===== config.mk =====
export PLATFORM = sky130hd
export DESIGN_NAME = muldiv_unit
export DESIGN_NICKNAME = d
export VERILOG_FILES = /design/src/rtl/muldiv_pkg.sv /design/src/rtl/div_core.sv /design/src/rtl/muldiv_unit.sv
export SDC_FILE = /design/constraint.sdc
export NUM_CORES = 2
export LEC_CHECK = 0
export CAP_MARGIN = 5
export CELL_PAD_IN_SITES_DETAIL_PLACEMENT = 1
export CELL_PAD_IN_SITES_GLOBAL_PLACEMENT = 1
export CORE_UTILIZATION = 45
export CTS_CLUSTER_DIAMETER = 50
export DETAILED_ROUTE_END_ITERATION = 10
export DONT_BUFFER_PORTS = 1
export PLACE_DENSITY_LB_ADDON = 0.1
export SYNTH_ARGS = -nofsm -noshare
export SYNTH_HDL_FRONTEND = slang
export SYNTH_HIERARCHICAL = 1
export SYNTH_SLANG_ARGS = --single-unit

===== constraint.sdc =====
create_clock -name clk -period 12.5 [get_ports clk]
set_input_delay 3.125 -clock clk [delete_from_list [all_inputs] [get_ports clk]]
set_output_delay 3.125 -clock clk [all_outputs]
set_load 0.01 [all_outputs]

===== src/rtl/muldiv_pkg.sv =====
// muldiv_pkg: shared op encoding and FSM state type for the multiply/divide unit.
package muldiv_pkg;

  // MTLO shares code 7 with MTHI; b[0]==1 selects LO.
  typedef enum logic [2:0] {
    OP_NOP   = 3'd0,
    OP_MULT  = 3'd1,
    OP_MULTU = 3'd2,
    OP_DIV   = 3'd3,
    OP_DIVU  = 3'd4,
    OP_MFHI  = 3'd5,
    OP_MFLO  = 3'd6,
    OP_MTHI  = 3'd7
  } op_t;

  typedef enum logic [1:0] {
    S_IDLE,
    S_MUL,
    S_DIV,
    S_SIGN
  } state_t;

endpackage


===== src/rtl/div_core.sv =====
// div_core: iterative restoring radix-2 divider on unsigned magnitudes.
// Ports: start loads dividend/divisor; XLEN steps follow, one per cycle;
// valid is high for the cycle after the last step, when quotient and
// remainder are final.
module div_core #(
  parameter int unsigned XLEN = 32
) (
  input  logic            clk,
  input  logic            rst_n,
  input  logic            start,
  input  logic [XLEN-1:0] dividend,
  input  logic [XLEN-1:0] divisor,
  output logic [XLEN-1:0] quotient,
  output logic [XLEN-1:0] remainder,
  output logic            valid
);

  localparam int unsigned CW = $clog2(XLEN + 1);

  logic [CW-1:0]   cnt;
  logic [XLEN-1:0] dvs;
  logic [XLEN:0]   partial;
  logic            fits;
  logic [XLEN-1:0] rem_next;

  // Quotient register doubles as the dividend shift register.
  assign partial  = {remainder, quotient[XLEN-1]};
  assign fits     = (partial >= {1'b0, dvs});
  assign rem_next = fits ? XLEN'(partial - {1'b0, dvs}) : partial[XLEN-1:0];

  always_ff @(posedge clk or negedge rst_n) begin
    if (!rst_n) begin
      quotient  <= '0;
      remainder <= '0;
      dvs       <= '0;
      cnt       <= '0;
      valid     <= 1'b0;
    end else if (start) begin
      quotient  <= dividend;
      remainder <= '0;
      dvs       <= divisor;
      cnt       <= CW'(XLEN);
      valid     <= 1'b0;
    end else begin
      valid <= (cnt == CW'(1));
      if (cnt != '0) begin
        cnt       <= cnt - 1'b1;
        quotient  <= {quotient[XLEN-2:0], fits};
        remainder <= rem_next;
      end
    end
  end

endmodule


===== src/rtl/muldiv_unit.sv =====
// muldiv_unit: multi-cycle multiply/divide unit with HI/LO registers.
// Ports: start/op/a/b issue an operation; flush aborts it; busy, stall_req
// and done report progress; rd_data returns HI/LO for MFHI/MFLO.
module muldiv_unit
  import muldiv_pkg::*;
#(
  parameter int unsigned XLEN    = 32,
  parameter int unsigned MUL_LAT = 4
) (
  input  logic            clk,
  input  logic            rst,
  input  logic            start,
  input  logic [2:0]      op,
  input  logic            flush,
  input  logic [XLEN-1:0] a,
  input  logic [XLEN-1:0] b,
  output logic            busy,
  output logic            stall_req,
  output logic            done,
  output logic [XLEN-1:0] rd_data
);

  localparam int unsigned CW = (MUL_LAT > XLEN) ? $clog2(MUL_LAT + 1) : $clog2(XLEN + 1);

  state_t            state;
  logic [XLEN-1:0]   hi, lo, a_reg, b_reg;
  logic              sgn;
  logic [CW-1:0]     cnt;

  logic              op_signed, div_go;
  logic [XLEN-1:0]   a_mag, b_mag;
  logic [XLEN-1:0]   div_q, div_r, q_fix, r_fix;
  logic              div_valid;
  logic [2*XLEN-1:0] ext_a, ext_b, prod;

  assign busy      = (state != S_IDLE);
  assign stall_req = start & busy & (op != OP_NOP);

  assign op_signed = (op == OP_MULT) | (op == OP_DIV);
  assign div_go    = start & ~flush & (state == S_IDLE) & ((op == OP_DIV) | (op == OP_DIVU));
  assign a_mag     = (op_signed & a[XLEN-1]) ? -a : a;
  assign b_mag     = (op_signed & b[XLEN-1]) ? -b : b;

  div_core #(.XLEN(XLEN)) u_div (
    .clk       (clk),
    .rst_n     (rst),
    .start     (div_go),
    .dividend  (a_mag),
    .divisor   (b_mag),
    .quotient  (div_q),
    .remainder (div_r),
    .valid     (div_valid)
  );

  // Overflow (most-negative / -1) falls out of the magnitude path unchanged.
  assign q_fix = (sgn & (a_reg[XLEN-1] ^ b_reg[XLEN-1])) ? -div_q : div_q;
  assign r_fix = (sgn & a_reg[XLEN-1]) ? -div_r : div_r;

  assign ext_a = sgn ? {{XLEN{a_reg[XLEN-1]}}, a_reg} : {{XLEN{1'b0}}, a_reg};
  assign ext_b = sgn ? {{XLEN{b_reg[XLEN-1]}}, b_reg} : {{XLEN{1'b0}}, b_reg};
  assign prod  = ext_a * ext_b;

  always_comb begin
    rd_data = '0;
    if (op == OP_MFHI)      rd_data = hi;
    else if (op == OP_MFLO) rd_data = lo;
  end

  always_ff @(posedge clk or negedge rst) begin
    if (!rst) begin
      state <= S_IDLE;
      hi    <= '0;
      lo    <= '0;
      a_reg <= '0;
      b_reg <= '0;
      sgn   <= 1'b0;
      cnt   <= '0;
      done  <= 1'b0;
    end else begin
      done <= 1'b0;
      if (flush) begin
        state <= S_IDLE;
      end else begin
        case (state)
          S_IDLE: begin
            if (start) begin
              case (op)
                OP_MULT, OP_MULTU: begin
                  state <= S_MUL;
                  cnt   <= CW'(MUL_LAT - 1);
                  a_reg <= a;
                  b_reg <= b;
                  sgn   <= op_signed;
                end
                OP_DIV, OP_DIVU: begin
                  state <= S_DIV;
                  cnt   <= CW'(XLEN - 1);
                  a_reg <= a;
                  b_reg <= b;
                  sgn   <= op_signed;
                end
                OP_MTHI: begin
                  if (b[0]) lo <= a;
                  else      hi <= a;
                end
                default: ;
              endcase
            end
          end
          S_MUL: begin
            if (cnt == '0) begin
              {hi, lo} <= prod;
              state    <= S_IDLE;
              done     <= 1'b1;
            end else begin
              cnt <= cnt - 1'b1;
            end
          end
          S_DIV: begin
            if (cnt == '0) state <= S_SIGN;
            else           cnt   <= cnt - 1'b1;
          end
          S_SIGN: begin
            if (div_valid) begin
              if (b_reg == '0) begin
                lo <= '1;
                hi <= a_reg;
              end else begin
                lo <= q_fix;
                hi <= r_fix;
              end
              state <= S_IDLE;
              done  <= 1'b1;
            end
          end
          default: state <= S_IDLE;
        endcase
      end
    end
  end

endmodule


======== After elaboration in Yosys (flattened, before gate mapping) ========
Cells that the tools add are included.
word-level totals
  bits in registers ....................... 241
  input bits .............................. 71
  output and inout bits ................... 35
  logic and storage cells ................. 122
operators by class
  add/sub/neg operators ................... 7
  multiply operators ...................... 1
  order comparisons ....................... 1
  eq/ne operators ......................... 24
  muxes and demuxes ....................... 45
  bitwise operators ....................... 13
  reductions and logical operators ........ 18
operators by type and width
  operator                                          number
  two-way mux 32 bit                                23
  one-hot mux 32 bit (3 select lines)               2
  two-way mux 64 bit                                2
  negator 32 bit                                    4
  multiplier 64 x 64 -> 64 bit                      1
  >= comparator 33 x 32 -> 1 bit                    1
  zero test 32 bit                                  1
  subtractor 32 bit                                 1
  two-way mux 6 bit                                 4
  one-hot mux 6 bit (2 select lines)                2
  AND reduction 7 bit                               2
  == test 3 bit, second input constant              4
  subtractor 6 x 1 -> 6 bit, second input constant  2
  two-way mux 2 bit                                 5
  != test 2 bit, second input constant              5
  AND reduction 5 bit                               2
  AND 1 bit                                         9
  != test 3 bit, second input constant              3
  one-hot mux 2 bit (4 select lines)                1
  == test 3 x 2 -> 1 bit, second input constant     2
  == test 6 x 1 -> 1 bit, second input constant     1
  zero test 6 bit                                   1
  nonzero test 2 bit                                3
  nonzero test 3 bit                                2
  other kinds (18)                                  26

======== Longest topological paths before layout ========
  depth in word-level cells ............... 6
  mapped depth ............................ 37
  mapped depth without buffers ............ 33

======== Modules after synthesis ========
Netlist, hierarchy kept.
by module, submodules not included
  module       instances  cells an instance  area each (sq um)  seq. area each (sq um)
  muldiv_unit  1          6303               57811.7            3453.3
  div_core     1          754                6553.8             2577.5

======== Worst setup path before layout ========
No wires, ideal clock.
  path kind ............................... register -> register
  from .................................... register a_reg[31]
  to ...................................... register hi[27]
  setup time .............................. 0.137 ns
  data arrival time ....................... 9.066 ns
  data required time ...................... 12.363 ns
  path slack .............................. 3.297 ns
  stages on the path, launching flop included .. 29
  path buffers ............................ 3
  period minus slack after synthesis ...... 9.203 ns
  cell sequence ........................... dfrtp_1 and2_1 clkbuf_1 buf_1 nand2_1 fa_1 inv_1 fa_1 fa_1 inv_1 fa_1 inv_1 fa_1 fa_1 fa_1 fa_1 fa_1 inv_1 fa_1 inv_1 ha_1 clkbuf_1 nand2_1 or4_1 a31o_2 a21oi_2 xor2_1 a221oi_1 a21oi_1
between the ends
  cells in the longest elaborated chain, start to end .. 5
  elaborated cells between the ends (all ways) .. 8
  those cells by class .................... mul (1); mux (6); bitwise (1)
ends and longest elaborated chain
  what                                                                  RTL line            RTL
  from (decl)                                                           muldiv_unit.sv:26   logic [XLEN-1:0] hi, lo, a_reg, b_reg;
  from (signal assigned)                                                muldiv_unit.sv:74   a_reg <= '0;
  from (signal assigned)                                                muldiv_unit.sv:91   a_reg <= a;
  from (signal assigned)                                                muldiv_unit.sv:98   a_reg <= a;
  branches (longest 4 deep; another with multiplier 64 x 64 -> 64 bit)  --
  one-hot mux 32 bit (3 select lines) *                                 muldiv_unit.sv:84   case (state)
  to (signal assigned)                                                  muldiv_unit.sv:112  {hi, lo} <= prod;
  to (signal assigned)                                                  muldiv_unit.sv:127  hi <= a_reg;
  to (signal assigned)                                                  muldiv_unit.sv:130  hi <= r_fix;
  to (decl)                                                             muldiv_unit.sv:26
Every way passes the cells marked *. The select of a mux whose other input is x is not followed.
A chain may end at the register's enable or synchronous reset.

======== Worst setup path after layout ========
  from .................................... register a_reg[31]
  to ...................................... register hi[31]
The elaborated chain is that of the path after synthesis.

==> metrics.txt <==
Synth Area in Simple Gates 0.144; first-pass GRT wire length 357000 um; Post-synth ARST share 1.00; mapped cell area approximately 64000 sq um; Final Skew around 0.038 ns; max-cap violation count 0; CTS tree done; DRC 0; routed wire length per instance roughly 27 um; DR iter-0 viols 3349; gr ovfl total 0; hold-fix buffer count after cts 0; worst hold path type reg -> reg; area leader, netlist fa_1; Unique masters post-synth just over 100; Core Area 142000 sq um; H-tree Lvls 1; main combinational cell family by area after synthesis adder cells; vias 48500; worst r2r src a_reg[31]; RSZ-0062 raised after global routing false; Rows 138; Mapped Nets 8901; Initial Util 0.454; CTS Buf Count 27; Post-Route WL 232000 um; endpoints failing setup 0; die area roughly 140000 sq um; layout cell share with drive strength beyond 1 0.0459; CP max FO 13; synth cell count leaders inv_1 (1599), fa_1 (1420), nand2_1 (817); Die Wd approximately 380 um; Fmax achieved 98.4 MHz; RD Place Congestion 0.936; Worst path most repeated cell fa_1; # IOs 106; Syn Inst Count 7057; post-synthesis mux area share 0.0154; Syn Area/Cell between 9 and 10 sq um; Clock transition at path regs 0.07 ns; Synth top area share 0.442; setup TNS 0 ns; Vias/cell 5.56; CP startpoint a_reg[31]; Post-synth EDFFs 0; Ys Warns 6; # resized after CTS 0; largest stage delay on the critical path 0.88 ns; Critical R2R Capture hi[31]; adder-cell share of the synthesized area 0.511; Post-DRT Antenna Nets 0; CTS Buffer Depth 3; hold depth 2; top cells by area, synth fa_1 (44%), dfrtp_1 (9.4%), inv_1 (9.3%); Seq cells post-synth 241; Post-CTS Setup Bufs 0; Synth Area in XOR/XNOR 0.0352; R2R Setup Slk between 2 and 2.5 ns; net count reported at finish 8650; Fin. Hold Viols 0; most common flop cell mapped by yosys dfrtp_1; Worst path slowest cell fa_1; worst path required time 13.03 ns; total track usage 0.331; hold wc startpoint lo[7]; fin crit period slightly above 10 ns; outcome complete, no violations; Die H 380 um; startpoint types flip-flop; pin count of the biggest net entering global routing 242; vias in the first global route 54400; count leader, synth inv_1; Worst-Skew Late Latency 0.60 ns; Least-Margin Pin Slew ~1.2 ns; root buf cell clkbuf_16; Hold Path End lo[7]; worst reg2reg path depth 27; Worst slew margin 0.179; initial antenna violation count 12; Compound-Gate Fraction of Synth Area 0.0838; drt pass-1 iters 6; area grow syn2layout 4.24%; I/O Buffers 0; register area share after synthesis 0.0937; crit path DAT 10.70 ns; fin crit share 0.813; max-slew violations 0; Setup crit end kind flip-flop; Clock Sinks approximately 240; DP Wirelength 191000 um; Crit Path Class reg -> reg
cells by family after synthesis:
logic type | count (synthesis)
buffers and inverters | 1995
multiplexers | 92
AO/OA/AOI/OAI | 815
adder cells (fa/ha/maj) | 1775
AND/OR/NAND/NOR | 1880
flip-flops | 241
XOR/XNOR | 259
worst max-delay path by stage:
stage / end / slack (ns) / cells after the start
floorplan: hi[27] / 3.30 / 28
global placement: hi[31] / 2.48 / 27
detailed placement: hi[31] / 2.31 / 27
CTS: hi[31] / 2.28 / 27
global route: hi[30] / 1.86 / 27
finish: hi[31] / 2.33 / 27
layout make-up:
class / instances / area [sq um]
fillers: 16300 / 74700
well taps: 1890 / 2360
repair buffers: 115 / 901
multi-input cells: 4821 / 50900
diodes: 3 / 7.51
inverters: 1600 / 6010
clock buffers: 35 / 756
flip-flops and latches: 241 / 6050
clock inverters: 14 / 160
worst max-delay path: cells and delay by family (launching register included):
family                   cells  cell delay, ns
buffers and inverters        6            1.17
AO/OA/AOI/OAI                4            0.79
AND/OR/NAND/NOR              5            1.47
XOR/XNOR                     1            0.17
flip-flops                   1            0.34
adder cells (fa/ha/maj)     11            6.16
metrics by stage:
step	instances	utilization	hold WS [ns]	instance area, sq um	setup WS (ns)
global route	8716	0.473	0.524	67100	1.86
global placement	8667	0.467	0.466	66200	2.48
finish	8719	0.473	0.488	67100	2.33
detailed placement	8667	0.467	0.474	66200	2.31
CTS	8716	0.473	0.490	67100	2.28
floorplan	7057	-	0.450	64400	3.30
layer usage:
| metal | part of all wire | wire, um | GRT usage | up-vias |
|---|---|---|---|---|
| met3 | 0.076 | 17600 | 0.0534 | 299 |
| met5 | 0.000056 | 13 | 0 | - |
| met2 | 0.46 | 106000 | 0.525 | 1558 |
| met4 | 0.033 | 7770 | 0.0975 | 2 |
| met1 | 0.43 | 100000 | 0.468 | 25900 |
| li1 | - | - | - | 20700 |
layout by cell type (no fill, tap or decap), types with 56 or more instances in the layout:
cell	instances
a21oi_1	195
and2_1	579
buf_4	112
dfrtp_1	228
fa_1	1420
ha_1	351
inv_1	1599
mux2_2	56
nand2_1	814
nor2_1	208
o21ai_0	214
xnor2_1	182
xor2_1	77
Power is left out: the tool's default activity adds up to more than one toggle a clock period on the data nets, which glitch-free logic cannot reach.
